### src/rtl/ps2_host_tx.sv
// ps2_host_tx: PS/2 host-to-device byte transmitter with clock inhibit, ACK check and edge timeout
`timescale 1ns/1ps
module ps2_host_tx #(
  parameter int FREQ_HZ    = 40_000_000,
  parameter int INHIBIT_US = 100,
  parameter int TIMEOUT_US = 15_000
) (
  input  logic       clk,
  input  logic       reset_n_i,
  input  logic [7:0] tx_data_i,
  input  logic       tx_valid_i,
  output logic       tx_ready_o,
  input  logic       ps2_clk_i,
  input  logic       ps2_data_i,
  output logic       ps2_clk_oe_o,
  output logic       ps2_data_oe_o,
  output logic       done_o,
  output logic       err_o
);
  localparam int INHIBIT_CYCLES = FREQ_HZ / 1_000_000 * INHIBIT_US;
  localparam int TIMEOUT_CYCLES = FREQ_HZ / 1_000_000 * TIMEOUT_US;
  localparam int IW = $clog2(INHIBIT_CYCLES + 1);
  localparam int TW = $clog2(TIMEOUT_CYCLES + 1);
  typedef enum logic [2:0] {
    S_IDLE, S_INHIBIT, S_REQ, S_SEND, S_STOP, S_ACK, S_WAIT_IDLE
  } state_t;
  state_t          r_state, w_next;
  logic [1:0]      r_clk_sync, r_dat_sync;
  logic            r_clk_prev;
  logic [9:0]      r_frame;
  logic [3:0]      r_bit;
  logic [IW-1:0]   r_inh;
  logic [TW-1:0]   r_to;
  logic            r_data_oe, r_done, r_err;
  logic            w_clk_s, w_dat_s, w_fall, w_active, w_fin, w_expire;
  assign w_clk_s  = r_clk_sync[1];
  assign w_dat_s  = r_dat_sync[1];
  assign w_fall   = r_clk_prev & ~w_clk_s;
  assign w_active = r_state inside {S_SEND, S_STOP, S_ACK, S_WAIT_IDLE};
  assign w_fin    = (r_state == S_WAIT_IDLE) && w_clk_s && w_dat_s;
  // A falling edge in the same cycle as expiry counts as a real edge
  assign w_expire = w_active && (r_to == '0) && !w_fall && !w_fin;
  always_ff @(posedge clk or negedge reset_n_i) begin
    if (!reset_n_i) begin
      r_state    <= S_IDLE;
      r_clk_sync <= 2'b11;
      r_dat_sync <= 2'b11;
      r_clk_prev <= 1'b1;
    end else begin
      r_state    <= w_next;
      r_clk_sync <= {r_clk_sync[0], ps2_clk_i};
      r_dat_sync <= {r_dat_sync[0], ps2_data_i};
      r_clk_prev <= w_clk_s;
    end
  end
  always_comb begin
    w_next = r_state;
    case (r_state)
      S_IDLE:      w_next = tx_valid_i ? S_INHIBIT : S_IDLE;
      S_INHIBIT:   w_next = (r_inh == '0) ? S_REQ : S_INHIBIT;
      S_REQ:       w_next = S_SEND;
      S_SEND:      w_next = (w_fall && r_bit == 4'd8) ? S_STOP : S_SEND;
      S_STOP:      w_next = w_fall ? S_ACK : S_STOP;
      S_ACK:       w_next = w_fall ? S_WAIT_IDLE : S_ACK;
      S_WAIT_IDLE: w_next = w_fin ? S_IDLE : S_WAIT_IDLE;
      default:     w_next = S_IDLE;
    endcase
    if (w_expire) w_next = S_IDLE;
  end
  always_comb begin
    tx_ready_o    = (r_state == S_IDLE);
    ps2_clk_oe_o  = (r_state == S_INHIBIT);
    ps2_data_oe_o = r_data_oe;
    done_o        = r_done;
    err_o         = r_err;
  end
  // Frame bit 9 is the stop bit (1), so the STOP edge releases data like any other bit
  always_ff @(posedge clk or negedge reset_n_i) begin
    if (!reset_n_i) begin
      r_frame   <= '0;
      r_bit     <= '0;
      r_inh     <= '0;
      r_to      <= '0;
      r_data_oe <= 1'b0;
      r_done    <= 1'b0;
      r_err     <= 1'b0;
    end else begin
      r_done <= 1'b0;
      case (r_state)
        S_IDLE: if (tx_valid_i) begin
          r_frame   <= {1'b1, ~^tx_data_i, tx_data_i};
          r_bit     <= '0;
          r_inh     <= IW'(INHIBIT_CYCLES - 1);
          r_err     <= 1'b0;
          r_data_oe <= (INHIBIT_CYCLES == 1);
        end
        S_INHIBIT: if (r_inh != '0) begin
          r_inh <= r_inh - 1'b1;
          if (r_inh == IW'(1)) r_data_oe <= 1'b1;
        end
        S_REQ: r_to <= TW'(TIMEOUT_CYCLES - 1);
        default: begin
          r_to <= w_fall ? TW'(TIMEOUT_CYCLES - 1) : (r_to != '0) ? r_to - 1'b1 : r_to;
          if (w_fall && (r_state == S_SEND || r_state == S_STOP)) begin
            r_data_oe <= ~r_frame[r_bit];
            r_bit     <= r_bit + 1'b1;
          end
          if (w_fall && r_state == S_ACK) r_err <= w_dat_s;
          if (w_fin) r_done <= 1'b1;
          if (w_expire) begin
            r_done    <= 1'b1;
            r_err     <= 1'b1;
            r_data_oe <= 1'b0;
          end
        end
      endcase
    end
  end
endmodule
### config.mk
export PLATFORM = sky130hd
export DESIGN_NAME = ps2_host_tx
export DESIGN_NICKNAME = d
export VERILOG_FILES = /design/src/rtl/ps2_host_tx.sv
export SDC_FILE = /design/constraint.sdc
export NUM_CORES = 1
export LEC_CHECK = 0
export ABC_AREA = 1
export CORE_MARGIN = 4
export CORE_UTILIZATION = 55
export CTS_CLUSTER_SIZE = 10
export DETAILED_ROUTE_END_ITERATION = 16
export MAX_ROUTING_LAYER = met4
export PLACE_DENSITY = 0.7
export SYNTH_ARGS = -nofsm -noshare
export SYNTH_HDL_FRONTEND = slang
export SYNTH_SLANG_ARGS = --single-unit
### constraint.sdc
create_clock -name clk -period 3.1 [get_ports clk]
set_input_delay 0.93 -clock clk [delete_from_list [all_inputs] [get_ports clk]]
set_output_delay 0.93 -clock clk [all_outputs]
set_load 0.05 [all_outputs]
; ---- After elaboration in Yosys (flattened, before gate mapping)
; Index checks and enable logic that the tools add are counted.
[word_totals]
register_bits = 57
inputBits = 13
out_inout_bits = 5
word_cells = 95
[classes]
add_sub_neg = 3
n_lt_le_gt_ge = 1
eq_ne = 11
mux = 31
bitwise_logic = 6
reduce_logical = 32
[op_table]
columns = op, count
row1 = $mux 20, 2
row2 = $pmux 20 s2, 1
row3 = $mux 12, 2
row4 = $pmux 12 s2, 1
row5 = $pmux 3 s7, 1
row6 = $logic_not 20->1, 1
row7 = $reduce_bool 20->1, 1
row8 = $sub 20x1->20 const B, 1
row9 = $mux 1, 13
row10 = $eq 12x1->1 const B, 1
row11 = $logic_not 12->1, 1
row12 = $reduce_bool 12->1, 1
row13 = $sub 12x1->12 const B, 1
row14 = $eq 3x3->1 const B, 3
row15 = $mux 3, 3
row16 = $reduce_and 3->1, 3
row17 = $logic_and 1x1->1, 8
row18 = $mux 4, 2
row19 = $pmux 4 s2, 1
row20 = $reduce_bool 4->1, 2
row21 = $reduce_xnor 8->1, 1
row22 = $eq 3x2->1 const B, 2
row23 = $reduce_bool 3->1, 2
row24 = $lt 4x5->1 const B, 1
row25 = other kinds (19), 29

; ---- Logic depth before layout (Yosys ltp)
; Gate-level depths: netlist (run 1).
[depth]
ltp_word = 7
mapped_depth = 13
depth_no_buf = 12

; ---- Worst setup path before layout (run 1)
; No wires, ideal clock.
[synth_timing]
kind = register to output
start = register r_state[1]
end = output port ps2_clk_oe_o
arrival_ns = 1.059
required_ns = 2.170
slack_ns = 1.111
stages_incl_launch_ff = 4
path_buffers = 0
path_cell_list = dfrtp_1 inv_2 nand2_1 nor2_2
[synth_via]
elab_chain_cells = 1
[synth_rtl]
columns = item, line_no
row1 = "start, declared", 27  ; state_t r_state, w_next;
row2 = "start signal, assigned", 50  ; r_state <= w_next;
row3 = $eq 3x1->1, 72  ; ps2_clk_oe_o = (r_state == S_INHIBIT);
row4 = "end, declared", 15  ; output logic ps2_clk_oe_o,
; Every way passes these cells.

; ---- Final worst setup path (run 1)
; Ends and elaborated chain as after synthesis.

==> results of run 1 <==
cell type report:
cell class	instances	area [µm²]	area share
Multi-Input combinational cell	334	1660	0.441
Sequential cell	57	1430	0.381
Inverter	51	191	0.0509
Timing Repair Buffer	20	188	0.0499
Clock buffer	13	159	0.0422
Tap cell	75	93.8	0.0249
Clock inverter	3	40.0	0.0106
metrics by stage:
stage               setup WS (ns)  utilization  instance area (µm²)
CTS                         0.168        0.639                 3760
global route               0.0976        0.639                 3760
detailed placement          0.546        0.605                 3560
floorplan                    1.11            -                 3330
finish                      0.167        0.639                 3760
global placement            0.579        0.605                 3560
routing by layer:
| metal | global-route usage | wire length [µm] | share of wire |
|---|---|---|---|
| met5 | - | 0 | 0 |
| met4 | 0.0806 | 121 | 0.017 |
| met2 | 0.342 | 3220 | 0.45 |
| met3 | 0.0394 | 320 | 0.045 |
| met1 | 0.306 | 3530 | 0.49 |
state kept, by name, indices dropped and copies added, names as in the netlist:
name and flops:
r_bit 4, r_to 20, r_clk_sync 2, r_clk_prev 1, r_inh 12, r_frame 10, ps2_data_oe_o 1, err_o 1
r_state 3, r_dat_sync 2, done_o 1
worst min path at each step:
stage / cells after the start / start / endpoint / slack (ns)
3_3_place_gp: 0 / r_dat_sync[0] / r_dat_sync[1] / 0.35
3_5_place_dp: 0 / r_clk_sync[0] / r_clk_sync[1] / 0.35
5_1_grt: 0 / r_dat_sync[0] / r_dat_sync[1] / 0.36
2_1_floorplan: 0 / r_clk_sync[0] / r_clk_sync[1] / 0.35
6_report: 0 / r_dat_sync[0] / r_dat_sync[1] / 0.36
4_1_cts: 0 / r_dat_sync[0] / r_dat_sync[1] / 0.36
kinds of logic (layout without fill, tap and decap cells):
| kind of cell | Yosys count | in the layout |
|---|---|---|
| buffers and inverters | 58 | 87 |
| XOR/XNOR | 17 | 17 |
| AO/OA/AOI/OAI | 53 | 53 |
| flip-flops | 57 | 57 |
| adder cells (fa/ha/maj) | 7 | 7 |
| AND/OR/NAND/NOR | 257 | 257 |
power by group:
group / internal (W) / switching (W) / leakage, nW / total (W)
clock: 0.000413 / 0.000299 / 0.103 / 0.000712
combinational: 0.000696 / 0.00131 / 1.07 / 0.00201
sequential: 0.00103 / 0.000253 / 0.707 / 0.00128
cells in the final DEF, fill, tap and decap left out, types with 2 or more instances in the layout:
cell type,instances
xor2_1,9
nor3_1,12
dfstp_2,5
a22oi_1,3
nand4_1,5
clkbuf_8,11
clkdlybuf4s50_1,16
clkinv_2,2
inv_2,6
clkbuf_1,2
nand3_2,2
buf_4,3
inv_1,45
o21ai_0,34
ha_1,7
a21oi_1,10
nand3_1,36
xnor2_1,8
nand3b_1,6
nor4_1,2
dfrtp_1,52
nand2_2,4
nor2_4,2
nand2_1,121
nor2_1,62
critical path, stage by stage (launching register included):
cell and delay [ns]:
dfrtp_1 0.43, inv_2 0.14, nand2_1 0.08, nor2_2 0.17, clkdlybuf4s50_1 0.85
==> impl_results.md, run 1 <==
* PortBufs at 17
* Max transition margin at 0.660
* Outcome: completed
* Maximum vdd ir drop at 0.536 mV
* Post-Syn Area at 0.00333 mm²
* Proportion of synthesized area in mux cells at 0
* Iteration count of the initial detailed-routing pass at 4
* Maximum achievable frequency at 341 MHz
* Timing endpoint of the critical path: ps2_clk_oe_o
* End of the worst register-to-register path: r_to[7]
* Routed WL at 7.18 mm
* CTS Hold Buffers Added at 0
* Worst Tran Pin Value at 0.508 ns
* Count of synthesis-stage warnings from yosys at 0
* Starting density of the core at 0.565
* Worst setup path class: reg -> out
* Post-synthesis to final-layout area growth at 13.0%
* Global route overflow at 0
* Register-to-register path setup slack at 1.17 ns
* Number of nets in the final layout at 493
* Sequential fraction of the synthesis area at 0.430
* Adder-cell share of the synthesized area at 0.0263
* Final setup violation count at 0
* Async SR Flop Fraction at 1.00
* Antenna viol nets, final at 0
* Startpoint type of the worst setup path: flip-flop
* Depth of the CTS H-tree at 3
* Core footprint at 0.00589 mm²
* Drt drc at 0
* Highest fanout seen on the critical path at 6
* # IOs at 18
* Seq cells post-synth at 57
* Largest cells by area after synthesis: dfrtp_1, nand2_1, nor2_1
* Arrival time at the worst endpoint at 2.00 ns
* Largest family of logic cells by synthesized area: simple AND/OR/NAND/NOR gates
* Cell Count, Final, Fillers Out at 553
* Number of placed instances with taps included at 537
* RR Startpoint: r_to[0]
* Class of the tightest hold or removal check: reg -> reg
* Via count of the first global-routing pass at 2806
* Cell count after synthesis at 449
* Fraction of layout instances using a drive strength above 1 at 0.0858
* Final Total Pwr at 0.00401 W
* Number of max-slew violations in the final report at 0
* Reg clk slew, reported paths at 0.07 ns
* Max Root-Sink Buffers at 2
* Dominant register cell in the synthesized netlist: dfrtp_1
* Worst hold-check slack at 0.356 ns
* Distinct cells, synth at 34
* Synthesized-area fraction occupied by xor and xnor cells at 0.0447
* Max-Cap Viols at 0
* Gates resized, CTS repair at 0
* Compound-gate portion of the synthesized area at 0.0887
* Top cells by instance count after synthesis: nand2_1, nor2_1, dfrtp_1, inv_1, nand3_1
* Critical Path Source: r_state[1]
* Setup repair after global routing missed its margin: false
* Routed length per instance at 13.0 µm
* Number of fill cells at 515
* HPWL after DPL at 5.19 mm
* Wire length of the first global-routing pass at 12.9 mm
* Number of rows in the core area at 28
* EDFF count, synth at 0
* Fin Setup TNS at 0 ns
* Die X at 85.8 µm
* Area enclosed by the die boundary at 0.00736 mm²
* Overall Global Routing Usage at 0.225
* Vias per inst at 5.26
* TritonCTS sink count at 57
* Routability-driven placement congestion ratio at 0.932
* Initial detailed-routing violation count at 151
* Antenna Diode Count at 0
* Net count of the mapped netlist at 469
* Yosys top cell area share at 0.391
* Cell type contributing the most total cell area after synthesis: dfrtp_1
* Worst reg-to-reg path cell count at 9
* Number of hold violations in the final report at 0
* Setup Fix Bufs, Post-CTS at 0
* Number of vias in the routed layout at 2911
* CP Capture Type: output pin
* Minimum period implied by the final worst setup slack at 2.93 ns
* Clock Latency Late Sink at 0.34 ns
* Data required time at the worst endpoint at 2.17 ns
* Tcrit/Tclk final at 0.946
* Most common cell in the synthesized netlist: nand2_1
* Clock tree skew after final layout at 0.00921 ns
* Clk Tree Root Cell: clkbuf_8
* Mean cell area of the mapped netlist at 7.41 µm²
* Number of antenna violations at the first check in global routing at 0
* Total CTS buffers at 9
* Total power density per cell area at 1060 mW/mm²
* Die height at 85.8 µm
* Leakage power summed over all cells at 1.88 nW
* Largest net degree at the start of global routing at 33
* CTS tree: done
* Synth Area in Simple Gates at 0.338
No activity file was read; power rests on OpenSTA's default activity.
==> inputs of run 2 (changes only) <==
ABC_AREA = default   (was 1)
==> run 2 against run 1 <==
Die area is 4.4% lower. Hold slack better by 0.0034 ns. Critical path depth down 1. Critical endpoint is now tx_ready_o. Largest cell class unchanged. Largest power group is now registers.
==> impl_results.md, run 2 <==
* Largest register FFs at 20 (unchanged)
* Register-to-register path setup slack at 0.54 ns (was 1.17 ns)
* Post-synthesis to final-layout area growth at 14.0% (was 13.0%)
* Core footprint at 0.00554 mm² (was 0.00589 mm²)
* Outcome: completed (unchanged)
* Fin Setup TNS at 0 ns (unchanged)
* Sequential fraction of the synthesis area at 0.452 (was 0.430)
* HP Start: r_clk_sync[0] (was r_dat_sync[0])
* TritonCTS sink count at 57 (unchanged)
* Maximum vdd ir drop at 0.442 mV (was 0.536 mV)
* Kind of cell with the highest combined delay on the critical path: simple AND/OR/NAND/NOR gates (was buffers and inverters)
* Starting density of the core at 0.572 (was 0.565)
* Leakage power summed over all cells at 1.53 nW (was 1.88 nW)
* Minimum period implied by the final worst setup slack at 2.80 ns (was 2.93 ns)
* Clock tree skew after final layout at 0.00943 ns (was 0.00921 ns)
* Max Root-Sink Buffers at 2 (unchanged)
* Initial detailed-routing violation count at 248 (was 151)
* Yosys top cell area share at 0.411 (was 0.391)
* Vias per inst at 5.94 (was 5.26)
* Util after Layout at 0.652 (was 0.639)
* Number of rows in the core area at 27 (was 28)
* Highest fanout seen on the critical path at 16 (was 6)
* Most common cell after layout, fill and taps aside: dfrtp_1 (was nand2_1)
* Number of placed instances with taps included at 429 (was 537)
* Number of max-slew violations in the final report at 0 (unchanged)
* End of the worst register-to-register path: r_to[12] (was r_to[7])
* Cell count after synthesis at 349 (was 449)
* Largest cells by area after synthesis: dfrtp_1, nand2_1, dfstp_2 (was dfrtp_1, nand2_1, nor2_1)
* RR Startpoint: r_to[0] (unchanged)
* Async SR Flop Fraction at 1.00 (unchanged)
* Number of vias in the routed layout at 2645 (was 2911)
* Worst setup path class: reg -> out (unchanged)
* Distinct cells, synth at 57 (was 34)
* Max transition margin at 0.547 (was 0.660)
* Antenna Diode Count at 0 (unchanged)
* Iteration count of the initial detailed-routing pass at 5 (was 4)
* Clock Latency Late Sink at 0.34 ns (about the same)
* Seq cells post-synth at 57 (unchanged)
* Data required time at the worst endpoint at 2.17 ns (about the same)
* Most common cell in the synthesized netlist: dfrtp_1 (was nand2_1)
* Count of synthesis-stage warnings from yosys at 0 (unchanged)
* Clk Tree Root Cell: clkbuf_8 (unchanged)
* Critical-path cell list: or2_2 -> nor2_1 -> buf_4 (was inv_2 -> nand2_1 -> nor2_2 -> clkdlybuf4s50_1)
* Overall Global Routing Usage at 0.209 (was 0.225)
* Tcrit/Tclk final at 0.902 (was 0.946)
* Class of the tightest hold or removal check: reg -> reg (unchanged)
* Commonest cells after routing, fill and taps aside: dfrtp_1, nand2_1, nor2_1 (was nand2_1, nor2_1, dfrtp_1)
* Global route overflow at 0 (unchanged)
* Routed WL at 6.82 mm (was 7.18 mm)
* PortBufs at 17 (unchanged)
* Largest net degree at the start of global routing at 58 (was 33)
* Reg clk slew, reported paths at 0.06 ns (was 0.07 ns)
* Arrival time at the worst endpoint at 1.87 ns (was 2.00 ns)
* Number of instances on the worst hold path at 0 (unchanged)
* Routed length per instance at 15.3 µm (was 13.0 µm)
* Die X at 83.9 µm (was 85.8 µm)
* Mean cell area of the mapped netlist at 9.07 µm² (was 7.41 µm²)
* CP Capture Type: output pin (unchanged)
* Number of antenna violations at the first check in global routing at 0 (unchanged)
* Top cells by instance count after synthesis: dfrtp_1, nand2_1, nor2_1, o21ai_0, a21oi_1 (was nand2_1, nor2_1, dfrtp_1, inv_1, nand3_1)
* Gates resized, CTS repair at 0 (unchanged)
* Total CTS buffers at 9 (unchanged)
* Largest reg by FF count: r_to (unchanged)
* Fraction of layout instances using a drive strength above 1 at 0.113 (was 0.0858)
* Final setup violation count at 0 (unchanged)
* Dominant register cell in the synthesized netlist: dfrtp_1 (unchanged)
* Setup repair after global routing missed its margin: false (unchanged)
* Setup Fix Bufs, Post-CTS at 0 (unchanged)
* Number of hold violations in the final report at 0 (unchanged)
* Cell type contributing the most total cell area after synthesis: dfrtp_1 (unchanged)
* EDFF count, synth at 0 (unchanged)
* Cell Count, Final, Fillers Out at 445 (was 553)
* Routability-driven placement congestion ratio at 0.878 (was 0.932)
* CTS tree: done (unchanged)
* Die height at 83.9 µm (was 85.8 µm)
* Startpoint type of the worst setup path: flip-flop (unchanged)
* HPWL after DPL at 4.60 mm (was 5.19 mm)
* # IOs at 18 (unchanged)
* Depth of the CTS H-tree at 3 (unchanged)
* Antenna viol nets, final at 0 (unchanged)
* Net count of the mapped netlist at 369 (was 469)
* Max-Cap Viols at 0 (unchanged)
* Post-Syn Area at 0.00317 mm² (was 0.00333 mm²)
* Number of nets in the final layout at 388 (was 493)
* Combined buffer and inverter count along the critical path at 1 (was 2)
* Largest registers in the final layout: r_to (20), r_inh (12), r_frame (10) (unchanged)
* CTS Hold Buffers Added at 0 (unchanged)
* Largest stage delay, worst path at 0.55 ns (was 0.85 ns)
* Drt drc at 0 (unchanged)
* Wire length of the first global-routing pass at 11.5 mm (was 12.9 mm)
* Slowest stage cell, crit path: dfrtp_1 (was clkdlybuf4s50_1)
* Worst reg-to-reg path cell count at 7 (was 9)
* Area enclosed by the die boundary at 0.00704 mm² (was 0.00736 mm²)
* Capture endpoint of the worst hold path: r_clk_sync[1] (was r_dat_sync[1])
* Maximum achievable frequency at 358 MHz (was 341 MHz)
* Via count of the first global-routing pass at 2363 (was 2806)
* Worst Tran Pin Value at 0.673 ns (was 0.508 ns)
* Total power density per cell area at 577 mW/mm² (was 1060 mW/mm²)
==> run 2: changes by cell type in the layout (fill, tap and decap cells not counted), moves of 5 or more <==
cell     change
nand2_1     -78
inv_1       -33
nor2_1      -28
nand3_1     -25
a21oi_1     +14
a31oi_1     +12
o21ai_0      -9
inv_2        -6
nand4_1      +6
nor4_1       +5
==> run 2: worst register-to-register path, stage by stage, from the launching register on <==
cell,delay [ns]
dfrtp_1,0.43
inv_1,0.10
ha_1,0.14
or4b_1,0.45
or3_4,0.42
o31a_2,0.48
nand2_1,0.29
o21ai_0,0.14
==> run 2: layout make-up <==
class | count | area (µm²)
multi-input combinational | 265 | 1620
sequential | 57 | 1430
clock buffer | 12 | 155
fill | 458 | 1930
timing repair buffer | 23 | 218
inverter | 12 | 45.0
clock inverter | 4 | 51.3
tap | 72 | 90.1
==> run 2: kinds of logic (layout without fill, tap and decap cells) <==
kind of cell / Yosys count / count (layout) / share of synthesized area
AOI/OAI and AO/OA: 87 / 87 / 0.177
xor gates and xnor gates: 17 / 17 / 0.0470
adders and majority gates: 7 / 7 / 0.0277
buffers and inverters: 27 / 51 / 0.0367
DFF: 57 / 57 / 0.452
muxes: 4 / 4 / 0.0209
and+or+nand+nor: 150 / 150 / 0.239
==> run 2: power breakdown <==
group	total (W)	switching [W]	internal (W)
registers	0.000942	0.000100	0.000842
clock network	0.000714	0.000299	0.000415
logic	0.000427	0.000238	0.000189
total	0.00208	0.000637	0.00145
==> run 2: worst max path at each step <==
| stage | slack, ns | start | endpoint | cells after the start |
|---|---|---|---|---|
| 2_1_floorplan | 0.56 | r_state[2] | tx_ready_o | 3 |
| 3_3_place_gp | 0.52 | tx_valid_i | r_inh[6] | 6 |
| 3_5_place_dp | 0.46 | tx_valid_i | r_inh[8] | 6 |
| 4_1_cts | 0.31 | r_state[1] | tx_ready_o | 3 |
| 5_1_grt | 0.21 | r_state[1] | tx_ready_o | 3 |
| 6_report | 0.30 | r_state[1] | tx_ready_o | 3 |
==> run 2: routing by layer <==
metal  vias to the layer above  GRT usage  routed length, µm
met1                      1242      0.301               3420
met3                         7     0.0622                389
met4                         0     0.0570                 53
li1                       1310          -                  -
met2                        86      0.286               2960
met5                         -          -                  0
==> run 2: through the flow <==
| stage | area (µm²) | total power, W | hold slack [ns] | setup slack (ns) |
|---|---|---|---|---|
| after detailed placement | 3400 | 0.00137 | 0.349 | 0.465 |
| after floorplan | 3170 | 0.00124 | 0.345 | 0.563 |
| after global placement | 3400 | 0.00136 | 0.345 | 0.524 |
| after global routing | 3610 | 0.00220 | 0.362 | 0.213 |
| after CTS | 3610 | 0.00210 | 0.362 | 0.313 |
| final | 3610 | 0.00208 | 0.359 | 0.303 |
==> inputs of run 3 (changes only) <==
CTS_BUF_LIST = sky130_fd_sc_hd__clkbuf_8   (was default)
==> run 3 against run 2 <==
Global-route usage did not move. Sequential share of layout area did not move. Clock skew barely moved. Worst setup slack barely moved. Power fell by 0.17%. Cell area did not move. Clock-buffer cell count fell by 1. Clock power barely moved. First-iteration DRC count did not move. Critical path depth did not move. Combinational power barely moved. Critical path type unchanged. Critical endpoint unchanged. Highest routed layer unchanged.
==> impl_results.md, run 3 (synthesis gave the netlist of run 2 again) <==
* Drt drc at 0 (unchanged)
* Number of nets in the final layout at 388 (unchanged)
* Maximum achievable frequency at 358 MHz (about the same)
* HPWL after DPL at 4.60 mm (unchanged)
* Setup repair after global routing missed its margin: false (unchanged)
* Die X at 83.9 µm (unchanged)
* Data required time at the worst endpoint at 2.17 ns (about the same)
* Clk network pwr share at 0.342 (was 0.343)
* Number of hold violations in the final report at 0 (unchanged)
* Max Root-Sink Buffers at 2 (unchanged)
* Clock tree skew after final layout at 0.00917 ns (was 0.00943 ns)
* Core footprint at 0.00554 mm² (unchanged)
* Fraction of layout instances using a drive strength above 1 at 0.113 (unchanged)
* Max-Cap Viols at 0 (unchanged)
* Largest register FFs at 20 (unchanged)
* Vias per inst at 5.95 (was 5.94)
* Worst setup path class: reg -> out (unchanged)
* Overall Global Routing Usage at 0.209 (unchanged)
* Largest reg by FF count: r_to (unchanged)
* Reg power frac at 0.453 (was 0.452)
* HP Start: r_clk_sync[0] (unchanged)
* Largest registers in the final layout: r_to (20), r_inh (12), r_frame (10) (unchanged)
* Footprint of the multi-input gates at 0.00162 mm² (unchanged)
* Number of fill cells at 458 (unchanged)
* Initial detailed-routing violation count at 248 (unchanged)
* Leakage power summed over all cells at 1.53 nW (about the same)
* Final setup violation count at 0 (unchanged)
* Post-synthesis to final-layout area growth at 14.0% (unchanged)
* Part of the total power dissipated in combinational logic at 0.205 (about the same)
* Tcrit/Tclk final at 0.902 (about the same)
* Iteration count of the initial detailed-routing pass at 5 (unchanged)
* CP Capture Type: output pin (unchanged)
* Largest net degree at the start of global routing at 58 (unchanged)
* Clk Tree Root Cell: clkbuf_8 (unchanged)
* Arrival time at the worst endpoint at 1.87 ns (about the same)
* Number of rows in the core area at 27 (unchanged)
* Number of vias in the routed layout at 2648 (was 2645)
* Fin Setup TNS at 0 ns (unchanged)
* Wire length of the first global-routing pass at 11.5 mm (unchanged)
* Routability-driven placement congestion ratio at 0.878 (unchanged)
* Startpoint type of the worst setup path: flip-flop (unchanged)
* Starting density of the core at 0.572 (unchanged)
* Worst reg-to-reg path cell count at 7 (unchanged)
* Gates resized, CTS repair at 0 (unchanged)
* Clock Latency Late Sink at 0.34 ns (about the same)
* Kind of cell with the highest combined delay on the critical path: simple AND/OR/NAND/NOR gates (unchanged)
* Routed length per instance at 15.3 µm (about the same)
* End of the worst register-to-register path: r_to[12] (unchanged)
* Worst Tran Pin Value at 0.670 ns (was 0.673 ns)
* Class of the tightest hold or removal check: reg -> reg (unchanged)
* Combined buffer and inverter count along the critical path at 1 (unchanged)
* Commonest cells after routing, fill and taps aside: dfrtp_1, nand2_1, nor2_1 (unchanged)
* Antenna Diode Count at 0 (unchanged)
* Reported net switching power at 0.000637 W (about the same)
* Most common cell after layout, fill and taps aside: dfrtp_1 (unchanged)
* Area taken by flip-flops and latches at 0.00143 mm² (unchanged)
* PortBufs at 17 (unchanged)
* TritonCTS sink count at 57 (unchanged)
* Capture endpoint of the worst hold path: r_clk_sync[1] (unchanged)
* Via count of the first global-routing pass at 2363 (unchanged)
* Number of instances on the worst hold path at 0 (unchanged)
* Routed WL at 6.82 mm (about the same)
* Setup Fix Bufs, Post-CTS at 0 (unchanged)
* # IOs at 18 (unchanged)
* Global route overflow at 0 (unchanged)
* Outcome: completed (unchanged)
* CTS Hold Buffers Added at 0 (unchanged)
* Util after Layout at 0.652 (unchanged)
* Slowest stage cell, crit path: dfrtp_1 (unchanged)
* RR Startpoint: r_to[0] (unchanged)
* Number of antenna violations at the first check in global routing at 0 (unchanged)
* Highest fanout seen on the critical path at 16 (unchanged)
* Number of max-slew violations in the final report at 0 (unchanged)
* Minimum period implied by the final worst setup slack at 2.80 ns (about the same)
* Largest stage delay, worst path at 0.55 ns (about the same)
* Area enclosed by the die boundary at 0.00704 mm² (unchanged)
* CTS tree: done (unchanged)
* Critical-path cell list: or2_2 -> nor2_1 -> buf_4 (unchanged)
* Die height at 83.9 µm (unchanged)
* Register-to-register path setup slack at 0.54 ns (about the same)
* Depth of the CTS H-tree at 3 (unchanged)
* Maximum vdd ir drop at 0.442 mV (about the same)
* Antenna viol nets, final at 0 (unchanged)
* Max transition margin at 0.549 (was 0.547)
* Total CTS buffers at 9 (unchanged)
* Total internal power at 0.00144 W (was 0.00145 W)
* Switching share of power at 0.306 (about the same)
* Total power density per cell area at 576 mW/mm² (was 577 mW/mm²)
* Reg clk slew, reported paths at 0.06 ns (about the same)
-- run 3: cell types whose count changed in the layout (fill, tap and decap cells not counted) --
cell,before,now
inv_1,12,13
clkbuf_1,1,0
-- run 3: layer usage --
layer / vias up / wire length (µm) / GRT usage
met5: - / 0 / -
met3: 5 / 396 / 0.0622
met4: 0 / 45 / 0.0570
met1: 1241 / 3410 / 0.301
li1: 1311 / - / -
met2: 91 / 2970 / 0.286
-- run 3: stage by stage --
stage	cell area (µm²)	instances	setup slack (ns)	hold slack [ns]	total power, W
after floorplan	3170	349	0.563	0.345	0.00124
after global placement	3400	429	0.524	0.345	0.00136
after detailed placement	3400	429	0.465	0.349	0.00137
after CTS	3610	445	0.313	0.362	0.00209
after global routing	3610	445	0.213	0.362	0.00220
final	3610	445	0.304	0.359	0.00208
-- run 3: power groups by stage --
stage	registers (W)	clock network [W]	logic (W)
5_1_grt	0.000957	0.000766	0.000475
6_report	0.000942	0.000711	0.000427
3_3_place_gp	0.000949	0	0.000412
4_1_cts	0.000939	0.000726	0.000429
3_5_place_dp	0.000951	0	0.000419
2_1_floorplan	0.000936	0	0.000301
-- run 3: layout make-up --
class,instances,area share
well taps,72,0.0250
clock buffers,11,0.0419
flip-flops and latches,57,0.397
inverters,12,0.0125
multi-input cells,265,0.448
repair buffers,23,0.0603
clock inverters,5,0.0153
-- run 3: worst max path at each step --
stage          slack (ns)       start          to  depth (start not counted)
2_1_floorplan        0.56  r_state[2]  tx_ready_o                          3
3_3_place_gp         0.52  tx_valid_i    r_inh[6]                          6
3_5_place_dp         0.46  tx_valid_i    r_inh[8]                          6
4_1_cts              0.31  r_state[1]  tx_ready_o                          3
5_1_grt              0.21  r_state[1]  tx_ready_o                          3
6_report             0.30  r_state[1]  tx_ready_o                          3
